==> config.mk <==
export PLATFORM = sky130hd
export DESIGN_NAME = tone_sequencer_flat
export DESIGN_NICKNAME = d
export VERILOG_FILES = /design/src/rtl/tone_sequencer_if.sv /design/src/rtl/tone_sequencer.sv /design/src/flat_wrapper.sv
export SDC_FILE = /design/constraint.sdc
export NUM_CORES = 1
export LEC_CHECK = 0
export CAP_MARGIN = 20
export CORE_ASPECT_RATIO = 1.25
export CORE_UTILIZATION = 69
export CTS_BUF_LIST = sky130_fd_sc_hd__clkbuf_4
export CTS_CLUSTER_DIAMETER = 50
export DETAILED_ROUTE_END_ITERATION = 10
export HOLD_SLACK_MARGIN = 0.06
export PLACE_DENSITY = 0.95
export SYNTH_ARGS = -nofsm -noshare
export SYNTH_HDL_FRONTEND = slang
export SYNTH_SLANG_ARGS = --single-unit
==> constraint.sdc <==
create_clock -name clk -period 9.3 [get_ports clk]
set_input_delay 1.395 -clock clk [delete_from_list [all_inputs] [get_ports clk]]
set_output_delay 1.395 -clock clk [all_outputs]
set_load 0.005 [all_outputs]
==> src/rtl/tone_sequencer_if.sv <==
// Note-request handshake between a note source and the tone sequencer.
interface tone_sequencer_if;
  logic       note_valid;
  logic       note_ready;
  logic [3:0] note_code;
  logic [1:0] note_octave;
  logic [7:0] note_len;

  modport master (
    output note_valid, note_code, note_octave, note_len,
    input  note_ready
  );

  modport slave (
    input  note_valid, note_code, note_octave, note_len,
    output note_ready
  );
endinterface

==> src/rtl/tone_sequencer.sv <==
// Note scheduler: 4-deep note queue feeding a square-wave player with a
// fixed silent gap after every note.
module tone_sequencer #(
  parameter int unsigned TICK_DIV   = 8000,
  parameter int unsigned GAP_TICKS  = 20,
  parameter int unsigned FIFO_DEPTH = 4
) (
  input  logic                clk,
  input  logic                rst_n,
  tone_sequencer_if.slave     req,
  input  logic                flush,
  output logic                tone_out,
  output logic                playing,
  output logic                busy,
  output logic [2:0]          fifo_count,
  output logic [3:0]          cur_code
);

  localparam int unsigned PW   = (TICK_DIV > 1) ? $clog2(TICK_DIV) : 1;
  localparam logic [PW-1:0] TICK_LAST = PW'(TICK_DIV - 1);
  localparam logic [7:0]    GAP8      = 8'(GAP_TICKS);
  localparam logic [2:0]    FULL      = 3'(FIFO_DEPTH);

  typedef enum logic [1:0] {IDLE, PLAY, GAP} state_t;

  state_t        state;
  logic [13:0]   mem [4];
  logic [1:0]    wr_ptr;
  logic [1:0]    rd_ptr;
  logic [2:0]    count;
  logic [15:0]   half_reg;
  logic [15:0]   half_cnt;
  logic [PW-1:0] presc;
  logic [7:0]    ticks;
  logic          push;
  logic          pop;
  logic          tick;
  logic          cur_rest;
  logic [3:0]    head_code;
  logic [1:0]    head_oct;
  logic [7:0]    head_len;
  logic [15:0]   head_half;

  // Half-period in clocks for a chromatic code, shifted down by octave.
  function automatic logic [15:0] half_of(input logic [3:0] code, input logic [1:0] oct);
    logic [15:0] base;
    case (code)
      4'd0:    base = 16'd15289;
      4'd1:    base = 16'd14431;
      4'd2:    base = 16'd13621;
      4'd3:    base = 16'd12856;
      4'd4:    base = 16'd12135;
      4'd5:    base = 16'd11454;
      4'd6:    base = 16'd10811;
      4'd7:    base = 16'd10204;
      4'd8:    base = 16'd9631;
      4'd9:    base = 16'd9091;
      4'd10:   base = 16'd8581;
      4'd11:   base = 16'd8099;
      default: base = 16'd1;
    endcase
    return base >> oct;
  endfunction

  assign req.note_ready = (count != FULL) && !flush;
  assign push      = req.note_valid && req.note_ready;
  // Pop only looks at the registered count, so a note never bypasses an empty queue.
  assign pop       = (state == IDLE) && (count != 3'd0) && !flush;
  assign tick      = (presc == TICK_LAST);
  assign cur_rest  = &cur_code[3:2];
  assign head_code = mem[rd_ptr][13:10];
  assign head_oct  = mem[rd_ptr][9:8];
  assign head_len  = mem[rd_ptr][7:0];
  assign head_half = half_of(head_code, head_oct);

  assign playing    = (state == PLAY);
  assign busy       = (state != IDLE) || (count != 3'd0);
  assign fifo_count = count;

  // Queue storage; entries need no reset since count gates every read.
  always_ff @(posedge clk) begin
    if (push) mem[wr_ptr] <= {req.note_code, req.note_octave, req.note_len};
  end

  // Queue pointers and occupancy.
  always_ff @(posedge clk or negedge rst_n) begin
    if (!rst_n) begin
      wr_ptr <= '0;
      rd_ptr <= '0;
      count  <= '0;
    end else if (flush) begin
      wr_ptr <= '0;
      rd_ptr <= '0;
      count  <= '0;
    end else begin
      if (push) wr_ptr <= wr_ptr + 2'd1;
      if (pop)  rd_ptr <= rd_ptr + 2'd1;
      count <= count + {2'b0, push} - {2'b0, pop};
    end
  end

  // Player FSM: load from queue, play square wave for len ticks, then gap.
  always_ff @(posedge clk or negedge rst_n) begin
    if (!rst_n) begin
      state    <= IDLE;
      tone_out <= 1'b0;
      cur_code <= '0;
      half_reg <= '0;
      half_cnt <= '0;
      presc    <= '0;
      ticks    <= '0;
    end else if (flush) begin
      state    <= IDLE;
      tone_out <= 1'b0;
      cur_code <= '0;
      half_reg <= '0;
      half_cnt <= '0;
      presc    <= '0;
      ticks    <= '0;
    end else begin
      unique case (state)
        IDLE: begin
          if (count != 3'd0) begin
            cur_code <= head_code;
            half_reg <= head_half;
            half_cnt <= head_half - 16'd1;
            presc    <= '0;
            if (head_len != 8'd0) begin
              state    <= PLAY;
              ticks    <= head_len;
              tone_out <= !(&head_code[3:2]);
            end else if (GAP_TICKS != 0) begin
              state <= GAP;
              ticks <= GAP8;
            end else begin
              cur_code <= '0;
              half_cnt <= '0;
            end
          end
        end
        PLAY: begin
          presc <= tick ? '0 : presc + PW'(1);
          if (half_cnt == 16'd0) begin
            half_cnt <= half_reg - 16'd1;
            if (!cur_rest) tone_out <= ~tone_out;
          end else begin
            half_cnt <= half_cnt - 16'd1;
          end
          if (tick) begin
            if (ticks == 8'd1) begin
              tone_out <= 1'b0;
              half_cnt <= '0;
              presc    <= '0;
              if (GAP_TICKS != 0) begin
                state <= GAP;
                ticks <= GAP8;
              end else begin
                state    <= IDLE;
                ticks    <= '0;
                cur_code <= '0;
              end
            end else begin
              ticks <= ticks - 8'd1;
            end
          end
        end
        GAP: begin
          presc <= tick ? '0 : presc + PW'(1);
          if (tick) begin
            if (ticks == 8'd1) begin
              state    <= IDLE;
              presc    <= '0;
              ticks    <= '0;
              cur_code <= '0;
            end else begin
              ticks <= ticks - 8'd1;
            end
          end
        end
        default: state <= IDLE;
      endcase
    end
  end

endmodule

==> src/flat_wrapper.sv <==
// flat-port wrapper written by rule: the top's interface ports become plain ports
module tone_sequencer_flat 
#(
  parameter int unsigned TICK_DIV   = 8000,
  parameter int unsigned GAP_TICKS  = 20,
  parameter int unsigned FIFO_DEPTH = 4
)
  (clk, rst_n, flush, tone_out, playing, busy, fifo_count, cur_code, req_note_valid, req_note_code, req_note_octave, req_note_len, req_note_ready);
  tone_sequencer_if req_i ();
  input  logic clk;
  input  logic rst_n;
  input  logic flush;
  output logic tone_out;
  output logic playing;
  output logic busy;
  output logic [2:0] fifo_count;
  output logic [3:0] cur_code;
  input wire logic [$bits(req_i.note_valid)-1:0] req_note_valid;
  input wire logic [$bits(req_i.note_code)-1:0] req_note_code;
  input wire logic [$bits(req_i.note_octave)-1:0] req_note_octave;
  input wire logic [$bits(req_i.note_len)-1:0] req_note_len;
  output wire logic [$bits(req_i.note_ready)-1:0] req_note_ready;
  assign req_i.note_valid = req_note_valid;
  assign req_i.note_code = req_note_code;
  assign req_i.note_octave = req_note_octave;
  assign req_i.note_len = req_note_len;
  assign req_note_ready = req_i.note_ready;
  tone_sequencer #(.TICK_DIV(TICK_DIV), .GAP_TICKS(GAP_TICKS), .FIFO_DEPTH(FIFO_DEPTH)) u_core (.clk(clk), .rst_n(rst_n), .req(req_i), .flush(flush), .tone_out(tone_out), .playing(playing), .busy(busy), .fifo_count(fifo_count), .cur_code(cur_code));
endmodule
==> results.md <==
* Layout area overhead at 7.20%
* Hold Path Class: flop to flop
* Final Hold Viols at 0
* Final Slew Violations at 0
* Worst-Margin Slew at 1070 ps
* Top Ports at 29
* First-pass GRT wire length at 31.5 mm
* Setup TNS at 0 ps
* Final period util at 0.509
* Post-route ant nets at 0
* Clk root buf: clkbuf_4
* Hold Path Cell Cnt at 1
* F_max at 211 MHz
* Power Density at 317 nW/um^2
* CTS buffer count at 17
* CTS tree: built
* Final min period at 4740 ps
* Hold buffer count at cts at 0
* Initial Utilization at 0.713
* Vias per cell at 7.19
* Clk pin slew, worst setup/hold paths at 130 ps
* CORE AREA at 10700 um^2
* Remaining Overflow, GRT at 0
* Initial DRC count at 714
* Via count at 6586
* Share of the synthesized area in the top cell type at 0.221
* Vias in the first global route at 6386
* Dpl cell area at 7870 um^2
* Clock Tree Buf Depth at 2
* Arr. time, crit path at 5160 ps
* Post-Syn Nets at 802
* Die height at 119 um
* Maximum capacitance violations at 0
* Synthesized instance count at 761
* Max reg flops at 56
* Cells on worst reg2reg path at 14
* CTS H-tree depth at 4
* Gpl congestion at 0.927
* # rows at 42
* Post-Syn Area at 7610 um^2
* End of the worst register-to-register path: u_core.half_cnt[14]
* Finish-stage setup viols at 0
* Largest net degree at the start of global routing at 66
* Leak at 3.17 nW
* Post-synth cell types at 85
* Post-CTS Resized at 0
* Crit end category: flop
* Flop-to-flop setup slack at 4560 ps
* Crit path max fanout at 13
* Startpoint types: flop
* Avg Inst Size Synth at 10.0 um^2
* Data required, critical path at 9720 ps
* RR Startpoint: u_core.rd_ptr[0]
* Layout cells sized above 1 at 0.106
* Sequential area share after synthesis at 0.435
* Synth Register Bits at 121
* Drt first pass iters at 6
* Hpwl dp at 14.2 mm
* Width of the die at 95.9 um
* Max VDD drop at 0.208 mV
* DRC viols at 0
* Hold path start: u_core.presc[5]
* Clk_skew at 16.7 ps
* Most used DFF post-synth: dfrtp_1
* Die area at 11500 um^2
* All-Layer GR Usage at 0.365
* Non-Filler Cell Area, Final at 8160 um^2
* Largest area contributor in the netlist: edfxtp_1
* Antenna cell count at 0
* Routed WL per cell at 21.7 um
* Final WL at 19.8 mm
* CP Class: flop to flop
* Number of port buffers at 28
* Setup Fix Bufs, Post-CTS at 0
* Initial antenna violation count at 0
* Slew margin rel. at 0.289
* Final nets at 812
* Clk_lat worst skew at 540 ps
* Clock sink count at 121
* RSZ-0062 raised after global routing: false
* Yosys warning count at 0
* EDFF count, synth at 56
* Async S/R FF share, synth at 0.537
* Status: complete, no violations
* Synth top area cells: edfxtp_1, dfrtp_1, mux4_2, ha_1, o21ai_0
* WHS Endpoint: u_core.presc[5]
## layer usage
layer | up-vias | GRT usage | part of all wire
li1 | 2930 | - | -
met1 | 3167 | 0.445 | 0.38
met2 | 416 | 0.614 | 0.51
met3 | 73 | 0.0811 | 0.081
met4 | 0 | 0.159 | 0.033
met5 | - | 0 | 0
## per-stage QoR
| stage | util | instances | total power, mW | hold WS [ps] | setup WS, ps |
|---|---|---|---|---|---|
| finish | 0.765 | 916 | 2.58 | 525 | 4560 |
| global route | 0.765 | 916 | 2.72 | 559 | 4160 |
| CTS | 0.764 | 915 | 2.53 | 524 | 4640 |
| detailed placement | 0.738 | 883 | 2.15 | 497 | 4660 |
| global placement | 0.738 | 883 | 2.10 | 486 | 4810 |
| floorplan | - | 761 | 1.80 | 466 | 5270 |
## critical path, stage by stage (launching register included)
cell	delay, ps
dfrtp_1	760
buf_4	320
mux4_2	620
ha_1	340
and2_1	210
a221oi_2	300
a221oi_1	140
o32ai_1	460
inv_1	110
ha_1	220
o21bai_1	200
a311o_1	380
nand3_1	160
nor4_1	90
a211o_1	280
## final cells by class
| cell class | instances | area (um^2) |
|---|---|---|
| fillers | 689 | 2510 |
| multi-input cells | 572 | 3980 |
| inverters | 23 | 86.3 |
| well taps | 132 | 165 |
| clock inverters | 15 | 154 |
| repair buffers | 36 | 335 |
| clock buffers | 17 | 128 |
| flip-flops and latches | 121 | 3310 |
## synthesized netlist by cell type, types with 13 or more instances
cell type,number
dfrtp_1,65
nand2_1,65
edfxtp_1,56
nor2_1,52
o21ai_0,52
a21oi_1,39
clkbuf_1,30
nor3_1,30
inv_1,23
nand3_1,23
ha_1,22
mux2i_1,19
a211oi_1,14
mux4_2,14
and3_1,13
## placed cells by master, fill, tap and decap left out, types with 9 or more instances in the layout
cell type | netlist | routed
o21ai_0 | 52 | 52
mux2_2 | 11 | 11
a31oi_1 | 11 | 11
a21o_1 | 11 | 11
inv_1 | 23 | 23
dfrtp_1 | 65 | 65
xnor2_1 | 9 | 9
ha_1 | 22 | 22
nor2b_1 | 9 | 9
nor3_1 | 30 | 30
or3_1 | 9 | 9
edfxtp_1 | 56 | 56
mux2i_1 | 19 | 19
mux4_2 | 14 | 14
nor2_1 | 52 | 52
xor2_1 | 11 | 11
clkdlybuf4s50_1 | 0 | 27
nand3_1 | 23 | 23
a211oi_1 | 14 | 14
nor4_1 | 9 | 9
and3_1 | 13 | 13
a21oi_1 | 39 | 39
nand2_1 | 65 | 65
clkbuf_4 | 0 | 17
a22o_1 | 10 | 10
## worst max-delay path by stage
stage / startpoint / end / slack (ps) / depth (start not counted)
2_1_floorplan: u_core.rd_ptr[0] / u_core.half_cnt[12] / 5270 / 17
3_3_place_gp: u_core.rd_ptr[0] / u_core.half_cnt[12] / 4810 / 14
3_5_place_dp: u_core.rd_ptr[0] / u_core.half_cnt[12] / 4660 / 14
4_1_cts: u_core.rd_ptr[0] / u_core.half_cnt[12] / 4640 / 14
5_1_grt: u_core.rd_ptr[0] / u_core.half_cnt[12] / 4160 / 14
6_report: u_core.rd_ptr[0] / u_core.half_cnt[14] / 4560 / 14
## power by group
group / switching [mW] / internal [mW] / leakage (nW) / total (mW)
Combinational: 0.863 / 0.556 / 1.63 / 1.42
Clock: 0.236 / 0.143 / 0.150 / 0.379
Sequential: 0.121 / 0.662 / 1.38 / 0.783
## kinds of logic after synthesis
group | after synthesis | share of synthesized area
XOR/XNOR | 21 | 0.0252
flip-flops | 121 | 0.435
buffers and inverters | 68 | 0.0421
AO/OA/AOI/OAI | 219 | 0.195
multiplexers | 44 | 0.0827
adder cells (fa/ha/maj) | 23 | 0.0388
AND/OR/NAND/NOR | 265 | 0.182
No activity file was read; power rests on OpenSTA's default activity.
